File: config.mk
export PLATFORM = sky130hd
export DESIGN_NAME = ex_muldiv_stage_flat
export DESIGN_NICKNAME = d
export VERILOG_FILES = /design/src/rtl/ex_muldiv_stage_pkg.sv /design/src/rtl/ex_muldiv_stage_if.sv /design/src/rtl/ex_muldiv_stage_mul_div_unit.sv /design/src/rtl/ex_muldiv_stage.sv /design/src/flat_wrapper.sv
export SDC_FILE = /design/constraint.sdc
export NUM_CORES = 1
export LEC_CHECK = 0
export BUFFER_PORTS_ARGS = -buffer_cell sky130_fd_sc_hd__buf_2
export CORE_ASPECT_RATIO = 0.75
export CORE_MARGIN = 2
export CORE_UTILIZATION = 37
export DETAILED_ROUTE_END_ITERATION = 10
export SLEW_MARGIN = 20
export SYNTH_ARGS = -nofsm -noshare
export SYNTH_HDL_FRONTEND = slang
export SYNTH_SLANG_ARGS = --single-unit
File: constraint.sdc
create_clock -name i_clk -period 5.1 [get_ports i_clk]
set_input_delay 0.51 -clock i_clk [delete_from_list [all_inputs] [get_ports i_clk]]
set_output_delay 0.51 -clock i_clk [all_outputs]
set_load 0.02 [all_outputs]
File: src/rtl/ex_muldiv_stage_pkg.sv
// Shared constants for the execute stage: ALU opcodes, mul/div op and HI/LO select codes,
// control-field widths and the mul/div FSM state type.
package ex_muldiv_stage_pkg;

  localparam int NB_REG     = 5;
  localparam int NB_CTR_WB  = 2;
  localparam int NB_CTR_MEM = 8;
  localparam int NB_MEM_CTL = NB_CTR_MEM >> 1;

  localparam logic [3:0] ALU_ADD  = 4'd0;
  localparam logic [3:0] ALU_SUB  = 4'd1;
  localparam logic [3:0] ALU_AND  = 4'd2;
  localparam logic [3:0] ALU_OR   = 4'd3;
  localparam logic [3:0] ALU_XOR  = 4'd4;
  localparam logic [3:0] ALU_NOR  = 4'd5;
  localparam logic [3:0] ALU_SLT  = 4'd6;
  localparam logic [3:0] ALU_SLTU = 4'd7;
  localparam logic [3:0] ALU_SLL  = 4'd8;
  localparam logic [3:0] ALU_SRL  = 4'd9;
  localparam logic [3:0] ALU_SRA  = 4'd10;
  localparam logic [3:0] ALU_LUI  = 4'd11;

  localparam logic [1:0] MD_OP_MULT  = 2'd0;
  localparam logic [1:0] MD_OP_MULTU = 2'd1;
  localparam logic [1:0] MD_OP_DIV   = 2'd2;
  localparam logic [1:0] MD_OP_DIVU  = 2'd3;

  localparam logic [1:0] HILO_SEL_NONE = 2'd0;
  localparam logic [1:0] HILO_SEL_HI   = 2'd1;
  localparam logic [1:0] HILO_SEL_LO   = 2'd2;

  typedef enum logic [1:0] {MD_IDLE, MD_BUSY, MD_DONE} md_state_e;

endpackage

File: src/rtl/ex_muldiv_stage_if.sv
// Execute-stage bus: ID/EX inputs, EX/MEM latch outputs, stall and busy.
// o_ovf exists only when EX_OVERFLOW_TRAP_EN is defined.
interface ex_muldiv_stage_if
  import ex_muldiv_stage_pkg::*;
#(
  parameter int NB_BITS   = 32,
  parameter int NB_ALU_OP = 4
);
  logic [NB_BITS-1:0]   i_rs_data;
  logic [NB_BITS-1:0]   i_rt_data;
  logic [NB_BITS-1:0]   i_imm;
  logic [4:0]           i_shamt;
  logic [NB_ALU_OP-1:0] i_alu_op;
  logic                 i_alu_src;
  logic                 i_md_start;
  logic [1:0]           i_md_op;
  logic [1:0]           i_hilo_sel;
  logic [NB_MEM_CTL-1:0] i_write_ctl;
  logic [NB_MEM_CTL-1:0] i_read_ctl;
  logic [NB_REG-1:0]    i_reg_dst;
  logic [NB_CTR_WB-1:0] i_wb_ctl;
  logic [NB_BITS-1:0]   o_addr;
  logic [NB_BITS-1:0]   o_data;
  logic [NB_MEM_CTL-1:0] o_write_ctl;
  logic [NB_MEM_CTL-1:0] o_read_ctl;
  logic [NB_REG-1:0]    o_reg_dst;
  logic [NB_CTR_WB-1:0] o_wb_ctl;
  logic                 o_stall;
  logic                 o_md_busy;
`ifdef EX_OVERFLOW_TRAP_EN
  logic                 o_ovf;
`endif

  modport slave (
`ifdef EX_OVERFLOW_TRAP_EN
    output o_ovf,
`endif
    input  i_rs_data, i_rt_data, i_imm, i_shamt, i_alu_op, i_alu_src, i_md_start,
           i_md_op, i_hilo_sel, i_write_ctl, i_read_ctl, i_reg_dst, i_wb_ctl,
    output o_addr, o_data, o_write_ctl, o_read_ctl, o_reg_dst, o_wb_ctl, o_stall, o_md_busy
  );

  modport master (
`ifdef EX_OVERFLOW_TRAP_EN
    input  o_ovf,
`endif
    output i_rs_data, i_rt_data, i_imm, i_shamt, i_alu_op, i_alu_src, i_md_start,
           i_md_op, i_hilo_sel, i_write_ctl, i_read_ctl, i_reg_dst, i_wb_ctl,
    input  o_addr, o_data, o_write_ctl, o_read_ctl, o_reg_dst, o_wb_ctl, o_stall, o_md_busy
  );
endinterface

File: src/rtl/ex_muldiv_stage_mul_div_unit.sv
// Iterative HI/LO unit: magnitude shift-add multiply / restoring divide, one bit per cycle,
// sign correction applied in DONE when HI/LO are written.
module mul_div_unit
  import ex_muldiv_stage_pkg::*;
#(
  parameter int NB_BITS   = 32,
  parameter int NB_MD_CNT = 6
) (
  input  logic               i_clk,
  input  logic               i_rst,
  input  logic               i_start,
  input  logic [1:0]         i_op,
  input  logic [NB_BITS-1:0] i_a,
  input  logic [NB_BITS-1:0] i_b,
  output logic [NB_BITS-1:0] o_hi,
  output logic [NB_BITS-1:0] o_lo,
  output logic               o_busy
);

  function automatic logic [NB_BITS-1:0] f_neg_if(input logic [NB_BITS-1:0] x, input logic neg);
    return neg ? (~x + 1'b1) : x;
  endfunction

  function automatic logic [2*NB_BITS-1:0] f_neg_wide_if(input logic [2*NB_BITS-1:0] x,
                                                         input logic neg);
    return neg ? (~x + 1'b1) : x;
  endfunction

  md_state_e              r_state;
  logic [NB_MD_CNT-1:0]   r_cnt;
  logic [NB_BITS-1:0]     r_acc, r_ext, r_opb, r_hi, r_lo;
  logic                   r_is_div, r_neg_q, r_neg_r, r_busy;

  logic                   w_signed, w_a_neg, w_b_neg;
  logic [NB_BITS-1:0]     w_mag_a, w_mag_b;
  logic [NB_BITS:0]       w_mul_sum, w_rem_sh, w_diff;
  logic [2*NB_BITS-1:0]   w_prod;

  assign w_signed = (i_op == MD_OP_MULT) || (i_op == MD_OP_DIV);
  assign w_a_neg  = w_signed & i_a[NB_BITS-1];
  assign w_b_neg  = w_signed & i_b[NB_BITS-1];
  assign w_mag_a  = f_neg_if(i_a, w_a_neg);
  assign w_mag_b  = f_neg_if(i_b, w_b_neg);

  // r_acc holds the product high half / partial remainder, r_ext the multiplier / quotient
  assign w_mul_sum = {1'b0, r_acc} + (r_ext[0] ? {1'b0, r_opb} : '0);
  assign w_rem_sh  = {r_acc, r_ext[NB_BITS-1]};
  assign w_diff    = w_rem_sh - {1'b0, r_opb};
  assign w_prod    = f_neg_wide_if({r_acc, r_ext}, r_neg_q);

  always_ff @(posedge i_clk) begin
    if (i_rst) begin
      r_state  <= MD_IDLE;
      r_cnt    <= '0;
      r_acc    <= '0;
      r_ext    <= '0;
      r_opb    <= '0;
      r_hi     <= '0;
      r_lo     <= '0;
      r_is_div <= 1'b0;
      r_neg_q  <= 1'b0;
      r_neg_r  <= 1'b0;
      r_busy   <= 1'b0;
    end else begin
      case (r_state)
        MD_IDLE: begin
          if (i_start) begin
            r_is_div <= i_op[1];
            r_opb    <= w_mag_b;
            r_neg_r  <= w_a_neg;
            r_cnt    <= '0;
            r_busy   <= 1'b1;
            if (i_op[1] && (i_b == '0)) begin
              // Divide by zero skips iteration: LO all ones, HI the original dividend
              r_acc   <= w_mag_a;
              r_ext   <= '1;
              r_neg_q <= 1'b0;
              r_state <= MD_DONE;
            end else begin
              r_acc   <= '0;
              r_ext   <= w_mag_a;
              r_neg_q <= w_a_neg ^ w_b_neg;
              r_state <= MD_BUSY;
            end
          end
        end
        MD_BUSY: begin
          if (r_is_div) begin
            if (!w_diff[NB_BITS]) begin
              r_acc <= w_diff[NB_BITS-1:0];
              r_ext <= {r_ext[NB_BITS-2:0], 1'b1};
            end else begin
              r_acc <= w_rem_sh[NB_BITS-1:0];
              r_ext <= {r_ext[NB_BITS-2:0], 1'b0};
            end
          end else begin
            r_acc <= w_mul_sum[NB_BITS:1];
            r_ext <= {w_mul_sum[0], r_ext[NB_BITS-1:1]};
          end
          if (r_cnt == NB_MD_CNT'(NB_BITS-1)) begin
            r_cnt   <= '0;
            r_state <= MD_DONE;
          end else begin
            r_cnt <= r_cnt + 1'b1;
          end
        end
        MD_DONE: begin
          if (r_is_div) begin
            r_lo <= f_neg_if(r_ext, r_neg_q);
            r_hi <= f_neg_if(r_acc, r_neg_r);
          end else begin
            r_lo <= w_prod[NB_BITS-1:0];
            r_hi <= w_prod[2*NB_BITS-1:NB_BITS];
          end
          r_busy  <= 1'b0;
          r_state <= MD_IDLE;
        end
        default: begin
          r_busy  <= 1'b0;
          r_state <= MD_IDLE;
        end
      endcase
    end
  end

  assign o_hi   = r_hi;
  assign o_lo   = r_lo;
  assign o_busy = r_busy;

endmodule

File: src/rtl/ex_muldiv_stage.sv
// MIPS execute stage: combinational ALU, HI/LO read mux and the EX/MEM latch.
// Optional EX_OVERFLOW_TRAP_EN: signed ADD/SUB overflow squashes the write and pulses o_ovf.
module ex_muldiv_stage
  import ex_muldiv_stage_pkg::*;
#(
  parameter int NB_BITS   = 32,
  parameter int NB_ALU_OP = 4,
  parameter int NB_MD_CNT = 6
) (
  input  logic             i_clk,
  input  logic             i_rst,
  ex_muldiv_stage_if.slave ex_if
);

  logic [NB_BITS-1:0]        w_b, w_alu, w_hi, w_lo, w_addr;
  logic signed [NB_BITS-1:0] w_a_s, w_b_s;
  logic                      w_busy, w_stall, w_kill;

  logic [NB_BITS-1:0]    r_addr, r_data;
  logic [NB_MEM_CTL-1:0] r_write_ctl, r_read_ctl;
  logic [NB_REG-1:0]     r_reg_dst;
  logic [NB_CTR_WB-1:0]  r_wb_ctl;

  assign w_b   = ex_if.i_alu_src ? ex_if.i_imm : ex_if.i_rt_data;
  assign w_a_s = $signed(ex_if.i_rs_data);
  assign w_b_s = $signed(w_b);

  always_comb begin
    w_alu = '0;
    case (ex_if.i_alu_op)
      ALU_ADD:  w_alu = ex_if.i_rs_data + w_b;
      ALU_SUB:  w_alu = ex_if.i_rs_data - w_b;
      ALU_AND:  w_alu = ex_if.i_rs_data & w_b;
      ALU_OR:   w_alu = ex_if.i_rs_data | w_b;
      ALU_XOR:  w_alu = ex_if.i_rs_data ^ w_b;
      ALU_NOR:  w_alu = ~(ex_if.i_rs_data | w_b);
      ALU_SLT:  w_alu = NB_BITS'(w_a_s < w_b_s);
      ALU_SLTU: w_alu = NB_BITS'(ex_if.i_rs_data < w_b);
      ALU_SLL:  w_alu = w_b << ex_if.i_shamt;
      ALU_SRL:  w_alu = w_b >> ex_if.i_shamt;
      ALU_SRA:  w_alu = w_b_s >>> ex_if.i_shamt;
      ALU_LUI:  w_alu = w_b << 16;
      default:  w_alu = '0;
    endcase
  end

  always_comb begin
    w_addr = w_alu;
    if (ex_if.i_hilo_sel == HILO_SEL_HI)      w_addr = w_hi;
    else if (ex_if.i_hilo_sel == HILO_SEL_LO) w_addr = w_lo;
  end

`ifdef EX_OVERFLOW_TRAP_EN
  logic r_ovf;
  always_comb begin
    w_kill = 1'b0;
    if (ex_if.i_hilo_sel == HILO_SEL_NONE) begin
      if (ex_if.i_alu_op == ALU_ADD)
        w_kill = (w_a_s[NB_BITS-1] == w_b_s[NB_BITS-1]) && (w_alu[NB_BITS-1] != w_a_s[NB_BITS-1]);
      else if (ex_if.i_alu_op == ALU_SUB)
        w_kill = (w_a_s[NB_BITS-1] != w_b_s[NB_BITS-1]) && (w_alu[NB_BITS-1] != w_a_s[NB_BITS-1]);
    end
  end
  always_ff @(posedge i_clk) begin
    if (i_rst || w_stall) r_ovf <= 1'b0;
    else                  r_ovf <= w_kill;
  end
  assign ex_if.o_ovf = r_ovf;
`else
  assign w_kill = 1'b0;
`endif

  // A dependent instruction waits while the unit is busy; the held slot latches a bubble
  assign w_stall = w_busy & (ex_if.i_md_start | (ex_if.i_hilo_sel != HILO_SEL_NONE));

  mul_div_unit #(.NB_BITS(NB_BITS), .NB_MD_CNT(NB_MD_CNT)) u_mul_div_unit (
    .i_clk   (i_clk),
    .i_rst   (i_rst),
    .i_start (ex_if.i_md_start & ~w_stall),
    .i_op    (ex_if.i_md_op),
    .i_a     (ex_if.i_rs_data),
    .i_b     (ex_if.i_rt_data),
    .o_hi    (w_hi),
    .o_lo    (w_lo),
    .o_busy  (w_busy)
  );

  // EX/MEM latch
  always_ff @(posedge i_clk) begin
    if (i_rst || w_stall) begin
      r_addr      <= '0;
      r_data      <= '0;
      r_write_ctl <= '0;
      r_read_ctl  <= '0;
      r_reg_dst   <= '0;
      r_wb_ctl    <= '0;
    end else begin
      r_addr      <= w_addr;
      r_data      <= ex_if.i_rt_data;
      r_write_ctl <= w_kill ? '0 : ex_if.i_write_ctl;
      r_read_ctl  <= ex_if.i_read_ctl;
      r_reg_dst   <= ex_if.i_reg_dst;
      r_wb_ctl    <= w_kill ? '0 : ex_if.i_wb_ctl;
    end
  end

  assign ex_if.o_addr      = r_addr;
  assign ex_if.o_data      = r_data;
  assign ex_if.o_write_ctl = r_write_ctl;
  assign ex_if.o_read_ctl  = r_read_ctl;
  assign ex_if.o_reg_dst   = r_reg_dst;
  assign ex_if.o_wb_ctl    = r_wb_ctl;
  assign ex_if.o_stall     = w_stall;
  assign ex_if.o_md_busy   = w_busy;

endmodule

File: src/flat_wrapper.sv
// flat-port wrapper written by rule: the top's interface ports become plain ports
module ex_muldiv_stage_flat import ex_muldiv_stage_pkg::*;
#(
  parameter int NB_BITS   = 32,
  parameter int NB_ALU_OP = 4,
  parameter int NB_MD_CNT = 6
)
  (i_clk, i_rst, ex_if_i_rs_data, ex_if_i_rt_data, ex_if_i_imm, ex_if_i_shamt, ex_if_i_alu_op, ex_if_i_alu_src, ex_if_i_md_start, ex_if_i_md_op, ex_if_i_hilo_sel, ex_if_i_write_ctl, ex_if_i_read_ctl, ex_if_i_reg_dst, ex_if_i_wb_ctl, ex_if_o_addr, ex_if_o_data, ex_if_o_write_ctl, ex_if_o_read_ctl, ex_if_o_reg_dst, ex_if_o_wb_ctl, ex_if_o_stall, ex_if_o_md_busy);
  ex_muldiv_stage_if #(.NB_BITS(NB_BITS), .NB_ALU_OP(NB_ALU_OP)) ex_if_i ();
  input  logic i_clk;
  input  logic i_rst;
  input wire logic [$bits(ex_if_i.i_rs_data)-1:0] ex_if_i_rs_data;
  input wire logic [$bits(ex_if_i.i_rt_data)-1:0] ex_if_i_rt_data;
  input wire logic [$bits(ex_if_i.i_imm)-1:0] ex_if_i_imm;
  input wire logic [$bits(ex_if_i.i_shamt)-1:0] ex_if_i_shamt;
  input wire logic [$bits(ex_if_i.i_alu_op)-1:0] ex_if_i_alu_op;
  input wire logic [$bits(ex_if_i.i_alu_src)-1:0] ex_if_i_alu_src;
  input wire logic [$bits(ex_if_i.i_md_start)-1:0] ex_if_i_md_start;
  input wire logic [$bits(ex_if_i.i_md_op)-1:0] ex_if_i_md_op;
  input wire logic [$bits(ex_if_i.i_hilo_sel)-1:0] ex_if_i_hilo_sel;
  input wire logic [$bits(ex_if_i.i_write_ctl)-1:0] ex_if_i_write_ctl;
  input wire logic [$bits(ex_if_i.i_read_ctl)-1:0] ex_if_i_read_ctl;
  input wire logic [$bits(ex_if_i.i_reg_dst)-1:0] ex_if_i_reg_dst;
  input wire logic [$bits(ex_if_i.i_wb_ctl)-1:0] ex_if_i_wb_ctl;
  output wire logic [$bits(ex_if_i.o_addr)-1:0] ex_if_o_addr;
  output wire logic [$bits(ex_if_i.o_data)-1:0] ex_if_o_data;
  output wire logic [$bits(ex_if_i.o_write_ctl)-1:0] ex_if_o_write_ctl;
  output wire logic [$bits(ex_if_i.o_read_ctl)-1:0] ex_if_o_read_ctl;
  output wire logic [$bits(ex_if_i.o_reg_dst)-1:0] ex_if_o_reg_dst;
  output wire logic [$bits(ex_if_i.o_wb_ctl)-1:0] ex_if_o_wb_ctl;
  output wire logic [$bits(ex_if_i.o_stall)-1:0] ex_if_o_stall;
  output wire logic [$bits(ex_if_i.o_md_busy)-1:0] ex_if_o_md_busy;
  assign ex_if_i.i_rs_data = ex_if_i_rs_data;
  assign ex_if_i.i_rt_data = ex_if_i_rt_data;
  assign ex_if_i.i_imm = ex_if_i_imm;
  assign ex_if_i.i_shamt = ex_if_i_shamt;
  assign ex_if_i.i_alu_op = ex_if_i_alu_op;
  assign ex_if_i.i_alu_src = ex_if_i_alu_src;
  assign ex_if_i.i_md_start = ex_if_i_md_start;
  assign ex_if_i.i_md_op = ex_if_i_md_op;
  assign ex_if_i.i_hilo_sel = ex_if_i_hilo_sel;
  assign ex_if_i.i_write_ctl = ex_if_i_write_ctl;
  assign ex_if_i.i_read_ctl = ex_if_i_read_ctl;
  assign ex_if_i.i_reg_dst = ex_if_i_reg_dst;
  assign ex_if_i.i_wb_ctl = ex_if_i_wb_ctl;
  assign ex_if_o_addr = ex_if_i.o_addr;
  assign ex_if_o_data = ex_if_i.o_data;
  assign ex_if_o_write_ctl = ex_if_i.o_write_ctl;
  assign ex_if_o_read_ctl = ex_if_i.o_read_ctl;
  assign ex_if_o_reg_dst = ex_if_i.o_reg_dst;
  assign ex_if_o_wb_ctl = ex_if_i.o_wb_ctl;
  assign ex_if_o_stall = ex_if_i.o_stall;
  assign ex_if_o_md_busy = ex_if_i.o_md_busy;
  ex_muldiv_stage #(.NB_BITS(NB_BITS), .NB_ALU_OP(NB_ALU_OP), .NB_MD_CNT(NB_MD_CNT)) u_core (.i_clk(i_clk), .i_rst(i_rst), .ex_if(ex_if_i));
endmodule
# Yosys cells after proc, flatten, opt, wreduce, memory -nomap -nowiden
# Cells that the tools add are included.
dict set report totals {
  regBits 251
  in_bits 128
  out_inout_bits 81
}
dict set report op_classes {
  addsub 10
  order_cmp 2
  eq_ne 19
  shift 3
  muxes 32
  n_bitwise 17
  n_reduce_logical 13
}
# cell n
set op_table {}
lappend op_table {{$mux 32} 17}
lappend op_table {{$pmux 32 s12} 1}
lappend op_table {{$not 32->32} 5}
lappend op_table {{$add 32x1->32 const B} 4}
lappend op_table {{$pmux 32 s2} 2}
lappend op_table {{$add 64x1->64 const B} 1}
lappend op_table {{$lt 32x32->1} 2}
lappend op_table {{$mux 64} 1}
lappend op_table {{$not 64->64} 1}
lappend op_table {{$add 32x32->33} 1}
lappend op_table {{$sub 33x32->33} 1}
lappend op_table {{$add 32x32->32} 1}
lappend op_table {{$and 32x32->32} 1}
lappend op_table {{$logic_not 32->1} 1}
lappend op_table {{$or 32x32->32} 1}
lappend op_table {{$shl 32x5->32} 1}
lappend op_table {{$shr 32x5->32} 1}
lappend op_table {{$sshr 32x5->32} 1}
lappend op_table {{$sub 32x32->32} 1}
lappend op_table {{$xor 32x32->32} 1}
lappend op_table {{$eq 4x3->1 const B} 4}
lappend op_table {{$eq 4x4->1 const B} 4}
lappend op_table {{$mux 6} 2}
lappend op_table {{$pmux 6 s2} 1}
lappend op_table {{other kinds (21)} 40}

# Depth between registers and ports, before layout
dict set report logic_depth {
  word_depth 7
  depth_mapped 19
}

# Hierarchy
# Synthesis repeated with hierarchy kept, for this count alone.
dict set report hier_totals {
  hier_cells 3688
  hier_area_um2 27961.8
}
# mod instances cells_each area_per_inst_um2 seq_area_each_um2
set by_module_without_submodules {}
lappend by_module_without_submodules {mul_div_unit 1 1918 14097.3 3443.3}
lappend by_module_without_submodules {ex_muldiv_stage 1 1770 13864.5 1581.5}

# Worst setup path before layout
# No wires, ideal clock.
dict set report synth_path {
  path_kind {in2reg}
  start {in ex_if_i_alu_src}
  end {reg u_core.r_addr[30], in the netlist u_core.ex_if.o_addr[30]}
  setup_time_ns 0.116
  arrival_ns 4.327
  setup_slack_ns 0.657
  stages 18
  path_cell_list {buf_2 -> buf_4 -> buf_4 -> buf_4 -> buf_4 -> o21ai_0 -> inv_1 -> fa_1 -> nor2b_1 -> o21ai_0 -> a31o_2 -> a21oi_1 -> nor4_1 -> o221ai_1 -> o21ai_0 -> a21o_1 -> a32oi_1 -> o211a_1}
}
dict set report synth_between {
  elab_chain_cells 6
  word_cells_on_any_way 13
  cone_classes {add/sub: 2; shift: 3; mux: 4; bitwise: 4}
}
# item line
set synth_rtl {}
lappend synth_rtl {{start, declared} flat_wrapper.sv:17} ;# input wire logic [$bits(ex_if_i.i_alu_src)-1:0] ex_if_i_alu_src;
lappend synth_rtl {{$mux 32 (*)} ex_muldiv_stage.sv:24} ;# assign w_b = ex_if.i_alu_src ? ex_if.i_imm : ex_if.i_rt_data;
lappend synth_rtl {{parallel branches: the longest is 2 deep, another holds $sub 32x32->32} n/a}
lappend synth_rtl {{$pmux 32 s12 (*)} ex_muldiv_stage.sv:30} ;# case (ex_if.i_alu_op)
lappend synth_rtl {{$mux 32 (*)} ex_muldiv_stage.sv:50} ;# else if (ex_if.i_hilo_sel == HILO_SEL_LO) w_addr = w_lo;
lappend synth_rtl {{$mux 32 (*)} ex_muldiv_stage.sv:49} ;# if (ex_if.i_hilo_sel == HILO_SEL_HI) w_addr = w_hi;
lappend synth_rtl {{end signal, assigned} ex_muldiv_stage.sv:98} ;# r_addr <= w_addr;
lappend synth_rtl {{end, declared} ex_muldiv_stage.sv:19} ;# logic [NB_BITS-1:0] r_addr, r_data;
# Mark *: on every way between the ends.
# A chain may end at the register's enable or synchronous reset.

# Final worst setup path
dict set report layout_path {
  start {in ex_if_i_alu_src}
  end {reg u_core.r_addr[26], in the netlist u_core.ex_if.o_addr[26]}
}
# The elaborated chain is that of the path after synthesis.

==> run_results.csv <==
group,metric,value,unit
timing,tns,0,ps
routing,wl,137000,um
floorplan,core,71700,um2
worst_hold_path,worstHoldEndpoint,"u_core.ex_if.o_reg_dst[3]",
power_and_ir_drop,pwr-share-clk,28.6,%
routing,num_vias,30500,
timing,worstMarginPinSlew,1280,ps
worst_hold_path,hp-start,"ex_if_i_reg_dst[3]",
synthesis,ys_seq_elements,251,
routing,first_pass_iters,6,
clocking,ctsResizeCount,0,
floorplan,placementRows,85,
clocking,cts_max_path_buffers,3,
timing,finalSetupViolCount,0,
critical_path,rrSetupSlack,830,ps
clocking,clk_pin_slew,80,ps
power_and_ir_drop,p_leak,12.2,nW
flow_run,cap_violations,0,
power_and_ir_drop,powerDensity,261,nW/um2
clocking,cts_setup_buffers,0,
power_and_ir_drop,power_frac_seq,29.4,%
floorplan,io_pins,209,
routing,wl_per_cell,29.3,um
timing,drv_slew,0,
routing,viasPerCell,6.52,
timing,period_minus_slack,4740,ps
timing,skew,48.1,ps
global_route,grt-ovfl-total,0,
final_layout,n_fill_cell,7516,
final_layout,final_nets,4000,
worst_hold_path,whs_path_depth,2,
synthesis,syn-num-nets,3929,
critical_path,r2r_end,"u_core.u_mul_div_unit.r_acc[10]",
power_and_ir_drop,vdd_drop_max,0.241,mV
synthesis,synth_edf_count,0,
timing,fin_crit_sh,92.9,%
placed_design,gp_congestion,1.05,
synthesis,synth_flop_cell,"dfxtp_1",
synthesis,synth.distinct_cells,99,
global_route,grt_pass1_vias,26600,
critical_path,critical-path-max-stage-delay,1020,ps
final_layout,areaGrowthSynthToFinish,11.4,%
placed_design,port_buffers,208,
power_and_ir_drop,swShare,42.6,%
critical_path,cp-start-kind,"primary input",
clocking,htree_num_levels,1,
worst_hold_path,holdCritPathClass,"primary input to register",
global_route,grt_first_pass_wirelength,195000,um
synthesis,synth_area,26800,um2
clocking,clkLatencyLatePin,620,ps
power_and_ir_drop,net-switching-power,0.00332,W
clocking,cts_sinks,251,
placed_design,place_hpwl,108000,um
clocking,cts_root_buf,"clkbuf_16",
global_route,antenna_found_initial,10,
critical_path,worstPathArrival,5220,ps
floorplan,die_area,74600,um2
synthesis,yosysWarnings,0,
critical_path,path_class,"primary input to register",
routing,drc_errors,0,
routing,drt_iter0_drc,4957,
floorplan,start_util,37.4,%
synthesis,avgSynthCellArea,7.39,um2
critical_path,crit_chain,"buf_4 > buf_4 > mux2i_1 > inv_1 > ha_1 > nor3_1 > o211ai_1 > a31oi_1 > a21oi_1 > a221oi_1 > o22ai_1 > o21ai_0 > nor4b_1 > nor3_1",
final_layout,drive_above_1_share,13.7,%
critical_path,required,5580,ps
critical_path,reg2reg_depth,13,
clocking,postCtsHoldBufs,0,
final_layout,fin_util,41.6,%
timing,final_hold_viol_count,0,
synthesis,synthArstFlopShare,0,%
run_status,outcome,"completed",
clocking,tritoncts,"built",
clocking,numCtsBuffers,28,
critical_path,r2r-start,"u_core.u_mul_div_unit.r_acc[0]",
timing,slew_headroom,12.4,%
critical_path,slowest_stage,"mux2i_1",
critical_path,endpoint_kind,"register",
floorplan,die_w,315,um
floorplan,die_h,237,um
timing,fmax,211,MHz
power_and_ir_drop,p_int,0.00446,W
timing,hold_slack,99.6,ps
routing,antenna_left,0,
global_route,grtUsageTotal,35.3,%
synthesis,ys_seq_area_share,18.8,%
power_and_ir_drop,pwr-share-comb,42.0,%
critical_path,crit_fanout,22,
timing,rsz0062_at_grt,"no",
synthesis,syn_inst,3622,
global_route,grt_start_max_net_pins,106,
==> cell type report <==
type / count / area (um2) / area share, %
Antenna cell: 1 / 2.50 / 0.00839
Clock buffer: 37 / 774 / 2.60
Clock inverter: 15 / 204 / 0.683
Inverter: 158 / 593 / 1.99
Multi-Input combinational cell: 2936 / 20100 / 67.4
Sequential cell: 251 / 5030 / 16.9
Tap cell: 957 / 1200 / 4.01
Timing Repair Buffer: 318 / 1920 / 6.42
==> sequential cells by signal (all words and copies together) (netlist names) <==
name                            cells
u_core.u_mul_div_unit.o_lo         32
u_core.u_mul_div_unit.r_opb        32
u_core.ex_if.o_reg_dst              5
u_core.u_mul_div_unit.r_is_div      1
u_core.ex_if.o_wb_ctl               2
u_core.u_mul_div_unit.r_ext        32
u_core.ex_if.o_read_ctl             4
u_core.ex_if.o_data                32
u_core.ex_if.o_write_ctl            4
u_core.u_mul_div_unit.r_neg_r       1
u_core.u_mul_div_unit.r_cnt         6
u_core.u_mul_div_unit.r_state       2
u_core.u_mul_div_unit.r_acc        32
u_core.u_mul_div_unit.o_busy        1
u_core.u_mul_div_unit.o_hi         32
u_core.u_mul_div_unit.r_neg_q       1
u_core.ex_if.o_addr                32
==> power groups by stage <==
| stage | Clock, W | Sequential [W] | Combinational [W] |
|---|---|---|---|
| global placement | 0 | 0.00232 | 0.00312 |
| global route | 0.00233 | 0.00230 | 0.00344 |
| finish | 0.00223 | 0.00229 | 0.00327 |
| floorplan | 0 | 0.00228 | 0.00199 |
| detailed placement | 0 | 0.00232 | 0.00311 |
| CTS | 0.00226 | 0.00228 | 0.00312 |
==> layout by cell type, fill, tap and decap left out, types with 84 or more instances in the layout <==
cell	synthesis	final
nor3_1	88	84
a211oi_1	124	124
xor2_1	87	87
o21ai_0	233	233
inv_1	156	155
buf_4	8	109
ha_1	175	175
a21oi_1	344	343
buf_2	21	205
nor2_1	421	416
nand2_1	339	339
dfxtp_1	251	250
xnor2_1	85	85
mux2i_1	126	125
==> critical path, delay by kind of cell <==
| family | cells | cell delay, ps |
|---|---|---|
| AOI/OAI and AO/OA | 6 | 1500 |
| muxes | 1 | 1020 |
| and+or+nand+nor | 3 | 630 |
| buffers and inverters | 3 | 1120 |
| adders and majority gates | 1 | 400 |
==> per-stage QoR <==
| stage | cell area [um2] | power (W) | setup WS [ps] | std cells |
|---|---|---|---|---|
| 6_report | 29800 | 0.00778 | 360 | 4673 |
| 5_1_grt | 29800 | 0.00807 | 257 | 4672 |
| 4_1_cts | 29800 | 0.00765 | 685 | 4672 |
| 3_5_place_dp | 28900 | 0.00542 | 37.8 | 4620 |
| 3_3_place_gp | 28900 | 0.00544 | 98.4 | 4620 |
| 2_1_floorplan | 26800 | 0.00427 | 657 | 3622 |
==> layer usage <==
metal	global-route usage (%)	vias up	wire, um
met3	12.9	183	20800
met5	0	-	92
met4	7.79	14	3580
li1	-	13500	-
met1	54.3	14600	61800
met2	45.2	2167	50800
==> cell families after synthesis <==
| logic type | share of synthesized area [%] |
|---|---|
| AO/OA/AOI/OAI | 29.3 |
| AND/OR/NAND/NOR | 20.1 |
| buffers and inverters | 6.34 |
| flip-flops | 18.8 |
| multiplexers | 11.4 |
| adder cells (fa/ha/maj) | 8.48 |
| XOR/XNOR | 5.63 |
==> worst max-delay path by stage <==
stage	to	slack (ps)	depth (start not counted)	startpoint
after floorplan	u_core.ex_if.o_addr[30]	660	18	ex_if_i_alu_src
after global placement	u_core.ex_if.o_addr[24]	100	15	ex_if_i_alu_src
after detailed placement	u_core.ex_if.o_addr[26]	40	14	ex_if_i_alu_src
after CTS	u_core.ex_if.o_addr[26]	690	14	ex_if_i_alu_src
after global routing	u_core.ex_if.o_addr[26]	260	15	ex_if_i_alu_src
final	u_core.ex_if.o_addr[26]	360	14	ex_if_i_alu_src
==> Yosys cell counts, drive strengths merged (68+ instances only) <==
master,number,area [um2]
a21oi,344,1720
o21ai,243,1230
clkbuf,217,815
ha,175,2190
inv,157,589
nor3,88,440
xnor2,85,744
xor2,87,762
dfxtp,251,5020
mux4,68,1530
a211oi,124,931
mux2i,127,1270
nor2,421,1580
nand2,339,1270
Note: power is estimated with default switching activity, not from simulation.
